## src/rtl/channelizer_bin_select_if.sv

```systemverilog
// AXI-stream style handshake bundle for the channelizer bin selector.
// master drives data/user/last/valid, slave drives ready.
interface channelizer_bin_select_if #(
  parameter int DATA_W = 32
) ();
  logic [DATA_W-1:0] tdata;
  logic [15:0]       tuser;
  logic              tlast;
  logic              tvalid;
  logic              tready;

  modport master (output tdata, tuser, tlast, tvalid, input tready);
  modport slave  (input tdata, tuser, tlast, tvalid, output tready);
endinterface

```

## src/rtl/channelizer_bin_select.sv

```systemverilog
// Keeps mask-selected bins of bin-interleaved frames, tags them with the bin index and re-packetises to SPP.
// Define CHAN_SEL_STATS_EN to build the saturating drop / sync-error counters (tied to 0 otherwise).
module channelizer_bin_select #(
  parameter int NUM_CHANNELS = 256,
  parameter int DATA_W       = 32,
  parameter int SR_BASE      = 160
) (
  input  logic                     ce_clk,
  input  logic                     ce_rst,
  input  logic                     set_stb,
  input  logic [7:0]               set_addr,
  input  logic [31:0]              set_data,
  channelizer_bin_select_if.slave  inBus,
  channelizer_bin_select_if.master outBus,
  output logic                     sync_err,
  output logic [31:0]              stat_dropped,
  output logic [15:0]              stat_sync_err
);
  localparam int NW      = NUM_CHANNELS / 32;
  localparam int BIN_W   = $clog2(NUM_CHANNELS);
  localparam int SR_SPP  = SR_BASE + NW;
  localparam int SR_CTRL = SR_BASE + NW + 1;
  localparam int EW      = DATA_W + 17;

  logic [NUM_CHANNELS-1:0] r_shadowMask;
  logic [NUM_CHANNELS-1:0] r_activeMask;
  logic                    r_enable;
  logic                    r_readyEn;
  logic [11:0]             r_sppPending;
  logic [11:0]             r_spp;
  logic [BIN_W-1:0]        r_binCnt;
  logic [11:0]             r_pktCnt;
  logic                    r_syncErr;
  logic [1:0]              r_count;
  logic [EW-1:0]           r_ent0;
  logic [EW-1:0]           r_ent1;

  int                      w_addrOff;
  logic [NUM_CHANNELS-1:0] w_shadowNext;
  logic                    w_sppWr;
  logic                    w_ctrlWr;
  logic                    w_resync;
  logic [11:0]             w_sppClamped;
  logic                    w_inFire;
  logic                    w_lastBin;
  logic                    w_wrap;
  logic                    w_syncEvt;
  logic                    w_keep;
  logic                    w_pop;
  logic [11:0]             w_sppEff;
  logic                    w_pktEnd;
  logic [15:0]             w_binTag;
  logic [EW-1:0]           w_newEntry;
  logic                    w_unused;

  assign w_addrOff    = int'(set_addr) - SR_BASE;
  assign w_sppWr      = set_stb && (int'(set_addr) == SR_SPP);
  assign w_ctrlWr     = set_stb && (int'(set_addr) == SR_CTRL);
  assign w_resync     = w_ctrlWr & set_data[1];
  assign w_sppClamped = (set_data[11:0] == 12'd0) ? 12'd1 : set_data[11:0];

  // Shadow value including this cycle's write, so a write coinciding with a wrap lands in the copy.
  always_comb begin
    w_shadowNext = r_shadowMask;
    for (int k = 0; k < NW; k++) begin
      if (set_stb && (w_addrOff == k)) begin
        w_shadowNext[32*k +: 32] = set_data;
      end
    end
  end

  assign w_inFire  = inBus.tvalid & inBus.tready;
  assign w_lastBin = (r_binCnt == BIN_W'(NUM_CHANNELS - 1));
  assign w_wrap    = w_inFire & (inBus.tlast | w_lastBin);
  assign w_syncEvt = w_inFire & (inBus.tlast ^ w_lastBin);
  assign w_keep    = w_inFire & r_enable & r_activeMask[r_binCnt] & ~w_resync;
  assign w_pop     = (r_count != 2'd0) & outBus.tready;

  // A pending SPP applies to the first sample of a new packet.
  assign w_sppEff   = (r_pktCnt == 12'd0) ? r_sppPending : r_spp;
  assign w_pktEnd   = ((r_pktCnt + 12'd1) == w_sppEff);
  assign w_binTag   = {{(16 - BIN_W){1'b0}}, r_binCnt};
  assign w_newEntry = {inBus.tdata, w_binTag, w_pktEnd};

  assign inBus.tready = r_readyEn & (r_count != 2'd2);
  assign outBus.tvalid = (r_count != 2'd0);
  assign {outBus.tdata, outBus.tuser, outBus.tlast} = r_ent0;
  assign sync_err = r_syncErr;
  assign w_unused = ^inBus.tuser;

  always_ff @(posedge ce_clk or posedge ce_rst) begin
    if (ce_rst) begin
      r_readyEn    <= 1'b0;
      r_shadowMask <= '0;
      r_activeMask <= '0;
      r_enable     <= 1'b0;
      r_sppPending <= 12'd64;
      r_spp        <= 12'd64;
      r_binCnt     <= '0;
      r_pktCnt     <= '0;
      r_syncErr    <= 1'b0;
    end else begin
      r_readyEn    <= 1'b1;
      r_shadowMask <= w_shadowNext;
      r_syncErr    <= w_syncEvt & ~w_resync;
      if (w_sppWr) begin
        r_sppPending <= w_sppClamped;
      end
      if (r_pktCnt == 12'd0) begin
        r_spp <= r_sppPending;
      end
      if (w_ctrlWr) begin
        r_enable <= set_data[0];
      end
      if (w_resync) begin
        r_binCnt     <= '0;
        r_pktCnt     <= '0;
        r_activeMask <= w_shadowNext;
      end else begin
        if (w_wrap) begin
          r_binCnt     <= '0;
          r_activeMask <= w_shadowNext;
        end else if (w_inFire) begin
          r_binCnt <= r_binCnt + BIN_W'(1);
        end
        if (w_keep) begin
          r_pktCnt <= w_pktEnd ? 12'd0 : (r_pktCnt + 12'd1);
        end
      end
    end
  end

  // Two-entry skid: r_ent0 is the presented head, r_ent1 catches one sample during a stall.
  always_ff @(posedge ce_clk or posedge ce_rst) begin
    if (ce_rst) begin
      r_count <= 2'd0;
      r_ent0  <= '0;
      r_ent1  <= '0;
    end else if (w_resync) begin
      r_count <= 2'd0;
    end else begin
      unique case ({w_keep, w_pop})
        2'b10: begin
          if (r_count == 2'd0) begin
            r_ent0 <= w_newEntry;
          end else begin
            r_ent1 <= w_newEntry;
          end
          r_count <= r_count + 2'd1;
        end
        2'b01: begin
          r_ent0  <= r_ent1;
          r_count <= r_count - 2'd1;
        end
        2'b11: begin
          if (r_count == 2'd1) begin
            r_ent0 <= w_newEntry;
          end else begin
            r_ent0 <= r_ent1;
            r_ent1 <= w_newEntry;
          end
        end
        default: ;
      endcase
    end
  end

`ifdef CHAN_SEL_STATS_EN
  logic [31:0] r_statDropped;
  logic [15:0] r_statSync;
  logic        w_drop;

  assign w_drop = w_inFire & ~w_keep;

  always_ff @(posedge ce_clk or posedge ce_rst) begin
    if (ce_rst) begin
      r_statDropped <= '0;
      r_statSync    <= '0;
    end else if (w_resync) begin
      r_statDropped <= '0;
      r_statSync    <= '0;
    end else begin
      if (w_drop && (r_statDropped != '1)) begin
        r_statDropped <= r_statDropped + 32'd1;
      end
      if (w_syncEvt && (r_statSync != '1)) begin
        r_statSync <= r_statSync + 16'd1;
      end
    end
  end

  assign stat_dropped  = r_statDropped;
  assign stat_sync_err = r_statSync;
`else
  assign stat_dropped  = '0;
  assign stat_sync_err = '0;
`endif

endmodule
```

## src/flat_wrapper.sv

```systemverilog
// flat-port wrapper written by rule: the top's interface ports become plain ports
module channelizer_bin_select_flat 
#(
  parameter int NUM_CHANNELS = 256,
  parameter int DATA_W       = 32,
  parameter int SR_BASE      = 160
)
  (ce_clk, ce_rst, set_stb, set_addr, set_data, sync_err, stat_dropped, stat_sync_err, inBus_tdata, inBus_tuser, inBus_tlast, inBus_tvalid, inBus_tready, outBus_tdata, outBus_tuser, outBus_tlast, outBus_tvalid, outBus_tready);
  channelizer_bin_select_if #(.DATA_W(DATA_W)) inBus_i ();
  channelizer_bin_select_if #(.DATA_W(DATA_W)) outBus_i ();
  input  logic ce_clk;
  input  logic ce_rst;
  input  logic set_stb;
  input  logic [7:0] set_addr;
  input  logic [31:0] set_data;
  output logic sync_err;
  output logic [31:0] stat_dropped;
  output logic [15:0] stat_sync_err;
  input wire logic [$bits(inBus_i.tdata)-1:0] inBus_tdata;
  input wire logic [$bits(inBus_i.tuser)-1:0] inBus_tuser;
  input wire logic [$bits(inBus_i.tlast)-1:0] inBus_tlast;
  input wire logic [$bits(inBus_i.tvalid)-1:0] inBus_tvalid;
  output wire logic [$bits(inBus_i.tready)-1:0] inBus_tready;
  output wire logic [$bits(outBus_i.tdata)-1:0] outBus_tdata;
  output wire logic [$bits(outBus_i.tuser)-1:0] outBus_tuser;
  output wire logic [$bits(outBus_i.tlast)-1:0] outBus_tlast;
  output wire logic [$bits(outBus_i.tvalid)-1:0] outBus_tvalid;
  input wire logic [$bits(outBus_i.tready)-1:0] outBus_tready;
  assign inBus_i.tdata = inBus_tdata;
  assign inBus_i.tuser = inBus_tuser;
  assign inBus_i.tlast = inBus_tlast;
  assign inBus_i.tvalid = inBus_tvalid;
  assign inBus_tready = inBus_i.tready;
  assign outBus_tdata = outBus_i.tdata;
  assign outBus_tuser = outBus_i.tuser;
  assign outBus_tlast = outBus_i.tlast;
  assign outBus_tvalid = outBus_i.tvalid;
  assign outBus_i.tready = outBus_tready;
  channelizer_bin_select #(.NUM_CHANNELS(NUM_CHANNELS), .DATA_W(DATA_W), .SR_BASE(SR_BASE)) u_core (.ce_clk(ce_clk), .ce_rst(ce_rst), .set_stb(set_stb), .set_addr(set_addr), .set_data(set_data), .inBus(inBus_i), .outBus(outBus_i), .sync_err(sync_err), .stat_dropped(stat_dropped), .stat_sync_err(stat_sync_err));
endmodule
```

## config.mk

```make
export PLATFORM = sky130hd
export DESIGN_NAME = channelizer_bin_select_flat
export DESIGN_NICKNAME = d
export VERILOG_FILES = /design/src/rtl/channelizer_bin_select_if.sv /design/src/rtl/channelizer_bin_select.sv /design/src/flat_wrapper.sv
export SDC_FILE = /design/constraint.sdc
export NUM_CORES = 1
export LEC_CHECK = 0
export BUFFER_PORTS_ARGS = -buffer_cell sky130_fd_sc_hd__buf_4
export CORE_MARGIN = 2
export CORE_UTILIZATION = 50
export CTS_CLUSTER_SIZE = 16
export DETAILED_ROUTE_END_ITERATION = 10
export PLACE_DENSITY_LB_ADDON = 0.05
export SLEW_MARGIN = 30
export SYNTH_ARGS = -nofsm -noshare
export SYNTH_HDL_FRONTEND = slang
export SYNTH_SLANG_ARGS = --single-unit
```

## constraint.sdc

```tcl
create_clock -name ce_clk -period 46.1 [get_ports ce_clk]
set_input_delay 2.305 -clock ce_clk [delete_from_list [all_inputs] [get_ports ce_clk]]
set_output_delay 2.305 -clock ce_clk [all_outputs]
set_load 0.005 [all_outputs]
```

==> results_dict.tcl, run 1 <==
set metrics [dict create \
    synth-seq-cells 643 \
    die_width_um 242 \
    drive_above_1_share_pct 46.9 \
    synth_top_family_by_area "multiplexers" \
    drv_slew 0 \
    rows 87 \
    critPathKind "flop to flop" \
    final.setup.tns_ns 0 \
    path_delay_family "compound AO/OA/AOI/OAI gates" \
    max-vdd-ir-drop_mv 0.0319 \
    num_vias 15800 \
    synthAdderAreaFrac_pct 0.487 \
    first_global_vias 16800 \
    rsz0062_at_grt "false" \
    final-hold-violation-count 0 \
    p_total_w 0.00149 \
    worst_hold_path_type "flop to flop" \
    firstDrtPassIters 4 \
    async_flop_share_pct 100 \
    worstPathMaxFanout 41 \
    cpMaxStageDelayCell "dfrtp_4" \
    path_common_cell "buf_4" \
    power.density_mw_per_mm2 46.3 \
    outcome "finished, final reports clean" \
    worst_setup_path_end_kind "flop" \
    cts_buffers 72 \
    worstPathArrival_ns 7.04 \
    synth_simple_gate_area_share_pct 3.64 \
    gr-total-overflow 0 \
    wire_per_inst_um 22.7 \
    fillers 4569 \
    max_cap_viol_count 0 \
    synth_top_area_share_pct 56.8 \
    post_cts_resize_count 0 \
    cts_tree "done" \
    fmax_mhz 152 \
    multi_input_area_mm2 0.0112 \
    setup_violations 0 \
    place_hpwl_um 39300 \
    synth_edf_count 0 \
    path_cells "buf_4 > mux4_2 > mux2i_1 > o31ai_1 > or3_1 > o22ai_1 > o22a_2 > nor2_1 > ha_1 > o211ai_1 > buf_4 > mux2_2" \
    num_antenna_cells 0 \
    tightest_slew_ns 0.932 \
    synth_most_common_cell "dfrtp_1" \
    nets 2101 \
    synthCells 1897 \
    worstPathBufferInverterCount 2 \
    fin_skew_ns 0.0216 \
    clock-sinks 643 \
    power_leakage_nw 15.9 \
    antenna_left 0 \
    synth_xor_area_share_pct 0.496 \
    cts.clk_slew.worst_paths_ns 0.06 \
    port_buffers 121 \
    start_util_pct 50.3 \
    antenna_found_initial 2 \
    synth.area.mux_share_pct 30.1 \
    max_stage_delay_ns 1.02 \
    grt_use_total_pct 22.4 \
    routed_via_density 5.64 \
    areaGrowthSynthToFinish_pct 13.7 \
    synth_top_cell_by_area "dfrtp_1" \
    yosysSeqAreaShare_pct 57.0 \
    fin_crit_sh_pct 14.2 \
    slew_headroom_pct 37.9 \
    die-area_mm2 0.0584 \
    cts_setup_buffers 0 \
    fp.dieH_um 242 \
    final-seq-area_mm2 0.0161 \
    start_kind "flop" \
    ios 194 \
    ys_warn_count 0 \
    post_synth.cell_area_avg_um2 14.9 \
    ys_types 77 \
    wl_um 63800 \
    synth_compound_area_share_pct 4.04 \
    grt_max_degree 169 \
    synthTopCellsByArea "dfrtp_1 57%, mux2_2 23%, mux4_2 4.6%, mux2_4 2.1%, buf_4 1.6%" \
    synth_commonest_cells "641 x dfrtp_1, 567 x mux2_2, 88 x clkbuf_1" \
    cts_hold_buf 0 \
    cp.required_ns 46.58 \
    cts_root_buffer "clkbuf_16" \
    synthFlopType "dfrtp_1" \
    drcViolationCount 0 \
    core_area_mm2 0.0562 \
    grt_pass1_wl_um 101000 \
    clock_path_buffers 3 \
    clkLatencyLatePin_ns 0.61 \
    final.min_clock_period_ns 6.56 \
    drt_iter0_markers 785 \
    cts_max_level 3 \
    syn_area_mm2 0.0282 \
    gp_congestion 0.838 \
]
==> per-layer routing <==
metal | wire [um] | vias up | global-route usage (%)
met4 | 1490 | 0 | 6.35
li1 | - | 7005 | -
met2 | 31600 | 287 | 37.1
met3 | 2370 | 90 | 4.16
met5 | 0 | - | 0
met1 | 28300 | 8455 | 30.3
==> cell families after synthesis <==
kind of cell | Yosys count
mux | 687
flops | 643
buf+inv | 209
simple gates | 184
compound gates | 145
xor+xnor | 16
fa+ha+maj | 11
other cells | 2
==> per-stage QoR <==
step,utilization (%),cells,cell area (um2),setup WS [ns],hold slack [ns]
after floorplan,-,1952,28500,25.78,0.449
after global placement,52.5,2671,29500,39.56,0.474
after detailed placement,52.6,2673,29500,39.53,0.475
after CTS,56.9,2803,32000,39.50,0.487
after global routing,57.2,2808,32100,39.10,0.498
final,57.2,2808,32100,39.54,0.487
==> layout by cell type, fill, tap and decap left out, drive strengths merged, types with 4 or more instances in the layout <==
cell	count
conb	57
mux4	58
nor3	10
o21ai	18
ha	11
a22o	41
and3	10
nor4	10
nor2b	5
nand3b	5
or4	4
o31ai	11
clkinv	16
a32o	6
xor2	5
nand4	16
buf	153
nand2	47
a221oi	5
nand2b	5
dfrtp	641
nor3b	6
bufinv	5
mux2	607
and2	8
a31oi	4
a21oi	20
nor2	26
xnor2	11
a22oi	7
clkbuf	106
inv	26
or3	4
nand3	15
mux2i	22
==> where the power goes <==
group	total [W]	internal [W]	switching (W)
logic	0.000251	0.000131	0.000121
clock network	0.000583	0.000354	0.000229
registers	0.000653	0.000615	0.0000375
==> tightest hold or removal path, cell delays in order (launching register included) <==
cell and delay (ns):
dfrtp_1 0.34, nand2_1 0.05, o21ai_0 0.06
==> flip-flops by register name, summed over array words and instances (netlist names), 8 cells and up <==
register and flops:
u_core.r_binCnt 8, u_core.r_activeMask 256, u_core.r_sppPending 12, u_core.r_spp 12, u_core.r_shadowMask 256, u_core.r_pktCnt 12
u_core.r_ent1 41, u_core.r_ent0 41
==> cell type report <==
| class | instances | area share (%) |
|---|---|---|
| Clock inverter | 24 | 0.834 |
| Tap cell | 756 | 2.95 |
| Sequential cell | 643 | 50.1 |
| Inverter | 26 | 0.327 |
| Multi-Input combinational cell | 1100 | 35.0 |
| Clock buffer | 106 | 6.74 |
| Timing Repair Buffer | 153 | 4.05 |
==> path summary, 6_finish.rpt <==
check                                   start                       end  slack, ns  cells after the start
hold reg to reg              u_core.r_ent1[6]          u_core.r_ent1[6]       0.49                      2
setup / recovery           u_core.r_binCnt[0]         u_core.r_ent1[35]      39.54                     12
min in group asynchronous              ce_rst  u_core.r_shadowMask[162]       1.67                      2
max in group asynchronous              ce_rst  u_core.r_activeMask[153]      42.03                      6
hold / removal               u_core.r_ent1[6]          u_core.r_ent1[6]       0.49                      2
setup reg to reg           u_core.r_binCnt[0]         u_core.r_ent1[35]      39.54                     12
Note: power is estimated with default switching activity, not from simulation.
==> run 2: changes to the inputs <==
ABC_AREA = 1   (was unset)
clock period = 5.5 ns   (was 46.1 ns; I/O delays follow)
==> run 2 against run 1 <==
Against the previous run:
- synthesized cell count is 66% higher
- largest power group unchanged
- clock power grew to 8.3 times the previous value
- cell count is 45% higher
- utilization is 1.5 points higher
- die area is 0.52% lower
- area after synthesis is 0.52% lower
- worst setup slack worse by 39 ns
==> results_dict.tcl, run 2 <==
set metrics [dict create \
    slew_headroom_pct 35.0 \
    cts_root_buffer "clkbuf_16" \
    ys_types 37 \
    worst_hold_path_type "input pin to flop" \
    synth_xor_area_share_pct 0.343 \
    gp_congestion 0.852 \
    most-common-layout-cells "905 x nand2_1, 639 x dfrtp_1, 518 x o21ai_0, 292 x inv_1, 233 x nand3_1" \
    hold-path-cell-count 3 \
    place_ws_ns 1.11 \
    cts.clk_slew.worst_paths_ns 0.05 \
    fin_skew_ns 0.0208 \
    place_hpwl_um 44900 \
    die_width_um 241 \
    async_flop_share_pct 100 \
    tightest_slew_ns 0.975 \
    synth_top_area_share_pct 57.1 \
    path_cells "inv_2 > buf_4 > nand2_1 > nand3_1 > nand3_1 > nand3_1 > nand3_1 > nand2_1 > nand2_1 > nand2_1 > nand3_1 > nand2_1 > nand2_1 > nor2_4 > ha_1 > o21a_2 > o21ai_0 > nand3_1 > nand2_1" \
    synth_commonest_cells "911 x nand2_1, 641 x dfrtp_1, 519 x o21ai_0" \
    layout_commonest_cell "nand2_1" \
    cts_hold_buf 39 \
    synth_top_cell_by_area "dfrtp_1" \
    post_cts_resize_count 0 \
    drt_iter0_markers 1532 \
    clock-sinks 643 \
    max_stage_delay_ns 0.67 \
    start_util_pct 50.8 \
    crit_cells 19 \
    drv_slew 0 \
    cts_setup_buffers 0 \
    fmax_mhz 223 \
    gr-total-overflow 0 \
    max-vdd-ir-drop_mv 0.228 \
    antenna_found_initial 1 \
    ys_warn_count 0 \
    reg2reg_from "u_core.r_binCnt[0]" \
    final_critical_path_setup_slack_ns 1.01 \
    outcome "finished, final reports clean" \
    final.min_clock_period_ns 4.49 \
    worstPathMaxFanout 41 \
    drcViolationCount 0 \
    setup_violations 0 \
    ios 194 \
    start_kind "flop" \
    synth.area.mux_share_pct 4.41 \
    synthCells 3153 \
    synth_most_common_cell "nand2_1" \
    cpMaxStageDelayCell "dfrtp_4" \
    firstDrtPassIters 5 \
    rows 86 \
    worstPathArrival_ns 4.96 \
    busiest_layer "met2" \
    drive_above_1_share_pct 12.9 \
    yosysSeqAreaShare_pct 57.3 \
    met3_usage_pct 3.21 \
    p_total_w 0.0137 \
    die-area_mm2 0.0581 \
    r2r_cells 19 \
    place_area_mm2 0.0295 \
    grt_max_degree 185 \
    port_buffers 121 \
    rsz0062_at_grt "false" \
    cts_buffers 72 \
    nets 3373 \
    hp-start "set_data[10]" \
    synthTopCellsByArea "dfrtp_1 57%, nand2_1 12%, o21ai_0 9.2%, mux2_2 4.4%, nand3_1 4.2%" \
    power_leakage_nw 15.9 \
    max_cap_viol_count 0 \
    reg.largest.list "u_core.r_activeMask (256), u_core.r_shadowMask (256)" \
    post_synth.cell_area_avg_um2 8.91 \
    gr-usage-met1_pct 37.5 \
    wl_um 72700 \
    critPathKind "flop to flop" \
    areaGrowthSynthToFinish_pct 15.5 \
    crit_start "u_core.r_binCnt[0]" \
    worstPathBufferInverterCount 2 \
    path_common_cell "nand2_1" \
    fp.dieH_um 241 \
    antenna_left 0 \
    core_area_mm2 0.0553 \
    grt_use_total_pct 25.6 \
    num_vias 21200 \
    cp.required_ns 5.98 \
    synth-seq-cells 643 \
    synth_top_family_by_area "simple AND/OR/NAND/NOR gates" \
    use_met2_pct 40.6 \
    worst_setup_path_end_kind "flop" \
    fin_crit_sh_pct 81.6 \
    first_global_vias 20400 \
    synthAdderAreaFrac_pct 0.490 \
    num_antenna_cells 0 \
    synth_edf_count 0 \
    cts_max_level 3 \
    wire_per_inst_um 17.9 \
    routed_via_density 5.19 \
    fin_area_mm2 0.0325 \
    final-hold-violation-count 0 \
    synth_compound_area_share_pct 11.0 \
    clkLatencyLatePin_ns 0.60 \
    grt_pass1_wl_um 115000 \
    clock_path_buffers 3 \
    cts_tree "done" \
    path_delay_family "simple AND/OR/NAND/NOR gates" \
    synthFlopType "dfrtp_1" \
    power.density_mw_per_mm2 423 \
    syn_area_mm2 0.0281 \
    synth_simple_gate_area_share_pct 18.0 \
]
-- run 2: changes by cell type after synthesis, moves of 57 or more --
cell	before	now
nand2_1	47	911
mux4_2	58	0
o21ai_0	11	519
inv_1	25	293
mux2_2	567	110
nand3_1	14	233
buf_2	8	65
-- run 2: area by class of cell --
cell class	count	area, um2
repair buffers	218	1990
flip-flops and latches	643	16100
clock buffers	109	2170
well taps	748	936
multi-input cells	2034	9880
inverters	299	1130
fillers	4958	22900
clock inverters	21	251
-- run 2: report_power, final --
part / switching (W) / leakage, nW / internal [W] / total (W)
Sequential: 0.000322 / 8.77 / 0.00524 / 0.00556
Clock: 0.00190 / 1.20 / 0.00296 / 0.00486
Combinational: 0.00219 / 5.93 / 0.00112 / 0.00331
Total: 0.00441 / 15.9 / 0.00932 / 0.0137
-- run 2: tightest hold or removal path: stages --
cell and delay [ns]:
buf_4 0.16, nor2_1 0.11, a21oi_1 0.04
-- run 2: logic make-up after synthesis --
group	count (synthesis)
and+or+nand+nor	1240
buffers and inverters	531
other	2
AOI/OAI and AO/OA	605
DFF	643
muxes	110
adders and majority gates	11
xor gates and xnor gates	11
-- run 2: layer usage --
| layer | routed length, um | part of all wire (%) |
|---|---|---|
| met5 | 0 | 0 |
| met4 | 1170 | 1.6 |
| met3 | 2980 | 4.1 |
| met2 | 33900 | 47 |
| met1 | 34700 | 48 |
-- run 2: worst paths after layout --
check,end,slack (ns)
max reg2reg,u_core.r_ent0[4],1.01
min,u_core.r_sppPending[10],0.05
min reg2reg,u_core.r_ent0[28],0.47
max,u_core.r_ent0[4],1.01
max in group asynchronous,u_core.r_shadowMask[247],3.71
min in group asynchronous,u_core.r_sppPending[8],0.30
-- run 2: per-stage QoR --
step / utilization (%) / std cells / hold slack, ns / setup TNS, ns
final: 58.7 / 4072 / 0.0480 / 0
after global routing: 58.7 / 4072 / 0.0520 / 0
after detailed placement: 53.4 / 3899 / 0.459 / 0
after floorplan: - / 3208 / 0.396 / -2282.87
after global placement: 53.4 / 3898 / 0.457 / 0
after CTS: 58.5 / 4068 / 0.0156 / 0
